<file path="src/rtl/alu_pkg.sv">
// Shared encodings for the ALU host sequencer: opcodes, FSM states and byte-list sizing.
package alu_pkg;

   typedef enum logic [1:0] {
      OP_ADD = 2'b00,
      OP_SUB = 2'b01,
      OP_MUL = 2'b10,
      OP_DIV = 2'b11
   } alu_op_e;

   typedef enum logic [2:0] {
      IDLE,
      WAIT_RDY,
      DRIVE,
      WAIT_FIN,
      RESP
   } seq_state_e;

   localparam logic [1:0] BYTES_SHORT = 2'd2;
   localparam logic [1:0] BYTES_DIV   = 2'd3;

   function automatic logic [1:0] num_bytes_of(input logic [1:0] op);
      return (op == OP_DIV) ? BYTES_DIV : BYTES_SHORT;
   endfunction

   // Every byte is held for two beats except B1, so the last beat index is 2N-2.
   function automatic logic [2:0] last_beat_of(input logic [1:0] n);
      return {n, 1'b0} - 3'd2;
   endfunction

endpackage

</file>
<file path="src/rtl/alu_byte_serializer.sv">
// Walks the latched byte list onto the ALU inbus, one beat per cycle while active.
module alu_byte_serializer
   import alu_pkg::*;
(
   input  logic            clk,
   input  logic            rst,
   input  logic            active,
   input  logic [2:0][7:0] byte_list,
   input  logic [1:0]      num_bytes,
   output logic            start,
   output logic [7:0]      inbus,
   output logic            done
);

   logic [2:0] beat_reg;
   logic [2:0] last_beat;
   logic [1:0] sel;

   assign last_beat = last_beat_of(num_bytes);

   always_ff @(posedge clk or posedge rst) begin
      if (rst) begin
         beat_reg <= '0;
      end else if (active && !done) begin
         beat_reg <= beat_reg + 3'd1;
      end else begin
         beat_reg <= '0;
      end
   end

   // Beat-to-byte map: B0 on beats 0-1, B1 on beat 2, B2 on beats 3-4.
   always_comb begin
      sel = 2'd2;
      case (beat_reg)
         3'd0, 3'd1: sel = 2'd0;
         3'd2:       sel = 2'd1;
         default:    sel = 2'd2;
      endcase
   end

   assign start = active && (beat_reg == 3'd0);
   assign inbus = active ? byte_list[sel] : 8'h00;
   assign done  = active && (beat_reg == last_beat);

endmodule

</file>
<file path="src/rtl/alu_host_sequencer.sv">
// Host-side sequencer for the serial ALU: accepts a request, drives operand beats,
// waits for final (with timeout) and holds the response until the host takes it.
module alu_host_sequencer
   import alu_pkg::*;
#(
   parameter int TIMEOUT_CYCLES = 255,
   parameter int TMR_W          = 8
) (
   input  logic        clk,
   input  logic        rst,
   input  logic        req_valid,
   output logic        req_ready,
   input  logic [1:0]  req_op,
   input  logic [15:0] req_a,
   input  logic [7:0]  req_b,
   output logic        rsp_valid,
   input  logic        rsp_ready,
   output logic [15:0] rsp_result,
   output logic        rsp_timeout,
   output logic [1:0]  alu_op,
   output logic        alu_start,
   output logic [7:0]  alu_inbus,
   input  logic        alu_ready,
   input  logic        alu_final,
   input  logic [15:0] alu_outbus
);

   localparam logic [TMR_W-1:0] TMR_LAST = TMR_W'(TIMEOUT_CYCLES - 1);

   seq_state_e       state_reg, state_next;
   logic [TMR_W-1:0] timer_reg, timer_next;
   logic [1:0]       op_reg;
   logic [2:0][7:0]  bytes_reg;
   logic [1:0]       nbytes_reg;
   logic [15:0]      result_reg;
   logic             timeout_reg;
   logic             accept, capture, abort;
   logic             ser_start, ser_done;
   logic [7:0]       ser_inbus;
   logic [7:0]       last_byte;

   assign accept = (state_reg == IDLE) && req_valid;

   always_comb begin
      state_next = state_reg;
      timer_next = timer_reg;
      capture    = 1'b0;
      abort      = 1'b0;
      case (state_reg)
         IDLE: begin
            timer_next = '0;
            if (req_valid) state_next = WAIT_RDY;
         end
         WAIT_RDY: begin
            if (alu_ready) begin
               state_next = DRIVE;
               timer_next = '0;
            end else if (timer_reg == TMR_LAST) begin
               abort      = 1'b1;
               state_next = RESP;
            end else begin
               timer_next = timer_reg + 1'b1;
            end
         end
         DRIVE: begin
            if (ser_done) begin
               state_next = WAIT_FIN;
               timer_next = '0;
            end
         end
         WAIT_FIN: begin
            // final is checked first so it wins over a coincident expiry
            if (alu_final) begin
               capture    = 1'b1;
               state_next = RESP;
            end else if (timer_reg == TMR_LAST) begin
               abort      = 1'b1;
               state_next = RESP;
            end else begin
               timer_next = timer_reg + 1'b1;
            end
         end
         RESP: begin
            if (rsp_ready) state_next = IDLE;
         end
         default: state_next = IDLE;
      endcase
   end

   always_ff @(posedge clk or posedge rst) begin
      if (rst) begin
         state_reg   <= IDLE;
         timer_reg   <= '0;
         op_reg      <= '0;
         bytes_reg   <= '0;
         nbytes_reg  <= '0;
         result_reg  <= '0;
         timeout_reg <= 1'b0;
      end else begin
         state_reg <= state_next;
         timer_reg <= timer_next;
         if (accept) begin
            op_reg     <= req_op;
            nbytes_reg <= num_bytes_of(req_op);
            if (req_op == OP_DIV) bytes_reg <= {req_b, req_a[7:0], req_a[15:8]};
            else                  bytes_reg <= {8'h00, req_b, req_a[7:0]};
         end
         if (capture) begin
            result_reg  <= alu_outbus;
            timeout_reg <= 1'b0;
         end else if (abort) begin
            result_reg  <= '0;
            timeout_reg <= 1'b1;
         end
      end
   end

   alu_byte_serializer u_serializer (
      .clk       (clk),
      .rst       (rst),
      .active    (state_reg == DRIVE),
      .byte_list (bytes_reg),
      .num_bytes (nbytes_reg),
      .start     (ser_start),
      .inbus     (ser_inbus),
      .done      (ser_done)
   );

   assign last_byte   = bytes_reg[nbytes_reg - 2'd1];
   assign req_ready   = (state_reg == IDLE) && !rst;
   assign alu_op      = (state_reg == IDLE) ? 2'b00 : op_reg;
   assign alu_start   = ser_start;
   assign alu_inbus   = (state_reg == DRIVE) ? ser_inbus :
                        ((state_reg == WAIT_FIN) || (state_reg == RESP)) ? last_byte : 8'h00;
   assign rsp_valid   = (state_reg == RESP);
   assign rsp_result  = rsp_valid ? result_reg : 16'h0000;
   assign rsp_timeout = rsp_valid && timeout_reg;

endmodule

</file>
<file path="config.mk">
export PLATFORM = sky130hd
export DESIGN_NAME = alu_host_sequencer
export DESIGN_NICKNAME = d
export VERILOG_FILES = /design/src/rtl/alu_pkg.sv /design/src/rtl/alu_byte_serializer.sv /design/src/rtl/alu_host_sequencer.sv
export SDC_FILE = /design/constraint.sdc
export NUM_CORES = 1
export LEC_CHECK = 0
export BUFFER_PORTS_ARGS = -buffer_cell sky130_fd_sc_hd__buf_4
export CAP_MARGIN = 5
export CELL_PAD_IN_SITES_DETAIL_PLACEMENT = 0
export CELL_PAD_IN_SITES_GLOBAL_PLACEMENT = 1
export CORE_MARGIN = 2
export CORE_UTILIZATION = 40
export DETAILED_ROUTE_END_ITERATION = 12
export PLACE_DENSITY = 0.83
export SKIP_CTS_REPAIR_TIMING = 1
export SYNTH_ARGS = -nofsm -noshare
export SYNTH_HDL_FRONTEND = slang
export SYNTH_SLANG_ARGS = --single-unit
</file>
<file path="constraint.sdc">
create_clock -name clk -period 1.9 [get_ports clk]
set_clock_uncertainty 0.05 [all_clocks]
set_input_delay 0.095 -clock clk [delete_from_list [all_inputs] [get_ports clk]]
set_output_delay 0.095 -clock clk [all_outputs]
set_load 0.02 [all_outputs]
</file>
==> impl_metrics.py <==
metrics = {
    "timing": {
        "rsz0062_at_grt": "true",
        "max_freq_ghz": 0.475,
        "worst_pin_slew_ns": 0.575,
        "setup-violations-final": 8,
        "post-route-min-period_ns": 2.10,
        "timing.hold.ws_ns": -0.0166,
        "fin_crit_sh_pct": 111,
        "max-slew-margin-rel_pct": 61.6,
        "setup_tns_ns": -1.44,
        "finalHoldViolations": 2,
        "fin_ws_ns": -0.205,
        "drv_slew": 0,
    },
    "worst_setup_path": {
        "worst-path-buf-inv": 2,
        "regToRegSetupSlack_ns": 0.07,
        "cp-endpoint": "alu_inbus[2]",
        "timing.rr.start": "nbytes_reg[1]$_DFFE_PP0P_",
        "start_kind": "flip-flop",
        "rr_worst_depth": 5,
        "crit_cells": 7,
        "critPathSlowestCell": "dfrtp_2",
        "crit_path_end_kind": "primary output",
        "reg2reg_to": "timer_reg[5]$_DFFE_PP0P_",
        "crit_path_max_incr_delay_ns": 0.43,
        "critPathTopFamily": "simple AND/OR/NAND/NOR gates",
        "cp_max_fo": 8,
        "crit_start": "u_serializer.beat_reg[1]$_DFF_PP0_",
        "cp.required_ns": 1.75,
        "arrival_ns": 1.96,
        "critical_path_class": "reg2out",
        "crit_chain": "inv_2 -> ha_1 -> nor3_2 -> or2_4 -> o211ai_1 -> a32o_2 -> buf_4",
    },
    "final_layout": {
        "antennaDiodeCount": 0,
        "layout_common_cells": "buf_4, nand2_1, dfrtp_1",
        "drive_gt1_share_pct": 28.9,
        "final_common_cell": "buf_4",
        "synthToLayoutAreaGrowth_pct": 42.5,
        "final_cells": 621,
        "largest_reg_flops": 24,
        "nNetsFinal": 565,
    },
    "yosys": {
        "synthTopCellsByArea": "dfrtp_1, nand2_1, a22o_1, a31oi_1, and2_1",
        "synth_edf_count": 0,
        "async_reset_ff_share_pct": 100,
        "ys_seq_area_share_pct": 43.1,
        "synth_top_area_cell": "dfrtp_1",
        "synth_top_area_share_pct": 43.1,
        "ys.flop_type": "dfrtp_1",
        "yosysUniqueCellTypes": 47,
        "syn_area_um2": 3430,
        "synthCells": 385,
        "synth_fp_nets": 439,
        "ys_seq_elements": 59,
        "yosysWarnings": 0,
        "syn_avg_cell_area_um2": 8.90,
    },
    "floorplan": {
        "num_rows": 33,
        "start_util_pct": 41.5,
        "coreArea_um2": 8260,
        "die_w_um": 96.6,
        "ioPinCount": 78,
        "fp.dieArea_um2": 9320,
        "die_y_um": 96.6,
    },
    "global_routing": {
        "grt.overflow.total": 0,
        "grt_pass1_vias": 2909,
        "grt_max_degree": 43,
        "grt_first_pass_wirelength_um": 14000,
        "antenna_found_initial": 0,
        "grt.total_usage_pct": 19.5,
    },
    "clocking": {
        "cts_tree": "built",
        "root_buffer": "clkbuf_8",
        "cts_buffer_depth": 2,
        "cts.reportedPaths.clkPinSlew_ns": 0.07,
        "htree_levels": 3,
        "clkSinkCount": 59,
        "numCtsBuffers": 9,
        "insertion_delay_ns": 0.33,
    },
    "job": {
        "cap_violations": 0,
    },
    "pwr": {
        "p_total_mw": 6.26,
        "power.leakage_nw": 2.30,
        "irDropWorstVdd_mv": 0.661,
        "powerDensity_nw_per_um2": 1280,
    },
    "routing": {
        "via_count": 3295,
        "final_antenna_net_count": 0,
        "drc": 0,
        "first_pass_iters": 5,
        "vias_per_cell": 5.31,
        "drtIter0Drc": 125,
        "wire_per_inst_um": 14.7,
        "wl_um": 9150,
    },
    "place": {
        "place_congestion": 0.813,
        "place_inst": 555,
        "port_buffers": 77,
        "hpwl_um": 6360,
    },
    "outcome": {
        "violations": "hold timing, setup timing",
        "status": "finished, violations left",
    },
    "min_path": {
        "hold_class": "in2reg",
    },
}
[layout make-up]
cell class                      count  area (um2)
Clock buffer                       11         141
Clock inverter                      5        52.6
Fill cell                         730        3370
Inverter                           15        56.3
Multi-Input combinational cell    284        1800
Sequential cell                    59        1480
Tap cell                          105         131
Timing Repair Buffer              142        1220
[worst register-to-register path: cells and delay by family (launching register included)]
kind / cells / cell delay [ns]
flip-flops: 1 / 0.49
multiplexers: 1 / 0.43
AO/OA/AOI/OAI: 2 / 0.39
XOR/XNOR: 1 / 0.20
buffers and inverters: 1 / 0.17
[cell usage after synthesis (all sizes together), types with 6 or more instances]
library cell	count
nand3	14
clkbuf	9
a21oi	6
inv	14
dfrtp	59
mux2i	9
nor3	6
a31oi	18
o211ai	15
a22o	16
nand2	75
buf	18
ha	6
nor2	29
mux2	8
and2	18
o21ai	19
[layer usage]
| layer | routed length (um) | global-route usage [%] | vias up |
|---|---|---|---|
| li1 | - | - | 1618 |
| met1 | 4150 | 26.1 | 1578 |
| met2 | 4520 | 32.0 | 90 |
| met3 | 401 | 3.03 | 9 |
| met4 | 82 | 7.04 | 0 |
| met5 | 0 | 0 | - |
[power by group]
group          internal (mW)  leakage, nW  switching, mW
Clock                  0.635       0.0991          0.494
Sequential              1.75        0.731          0.439
Combinational           1.39         1.47           1.56
[cells by family (layout without fill, tap and decap cells)]
logic type	count (synthesis)	in the layout	synth area share, %
XOR/XNOR	2	2	0.511
buffers and inverters	42	173	5.84
adder cells (fa/ha/maj)	6	6	2.19
multiplexers	17	17	5.37
flip-flops	59	59	43.1
AO/OA/AOI/OAI	97	97	20.9
AND/OR/NAND/NOR	162	162	22.1
[worst min-delay path by stage]
stage | startpoint | to | slack (ns) | depth (start not counted)
2_1_floorplan | req_op[0] | op_reg[0]$_DFFE_PP0P_ | 0.15 | 2
3_3_place_gp | rst | state_reg[2]$_DFFE_PP0P_ | 0.14 | 2
3_5_place_dp | rst | state_reg[2]$_DFFE_PP0P_ | 0.14 | 2
4_1_cts | rst | result_reg[7]$_DFFE_PP0P_ | -0.23 | 2
5_1_grt | req_a[1] | bytes_reg[9]$_DFFE_PP0P_ | 0.004 | 3
6_report | req_a[1] | bytes_reg[1]$_DFFE_PP0P_ | -0.02 | 3
[stage by stage]
step / setup WS (ns) / cell area [um2] / util [%]
6_report: -0.205 / 4880 / 59.2
5_1_grt: -0.291 / 4880 / 59.2
4_1_cts: -0.380 / 4340 / 52.6
3_5_place_dp: 0.00673 / 4150 / 50.2
3_3_place_gp: 0.0801 / 4150 / 50.2
2_1_floorplan: 0.0566 / 3430 / -
No activity file was read; power rests on OpenSTA's default activity.
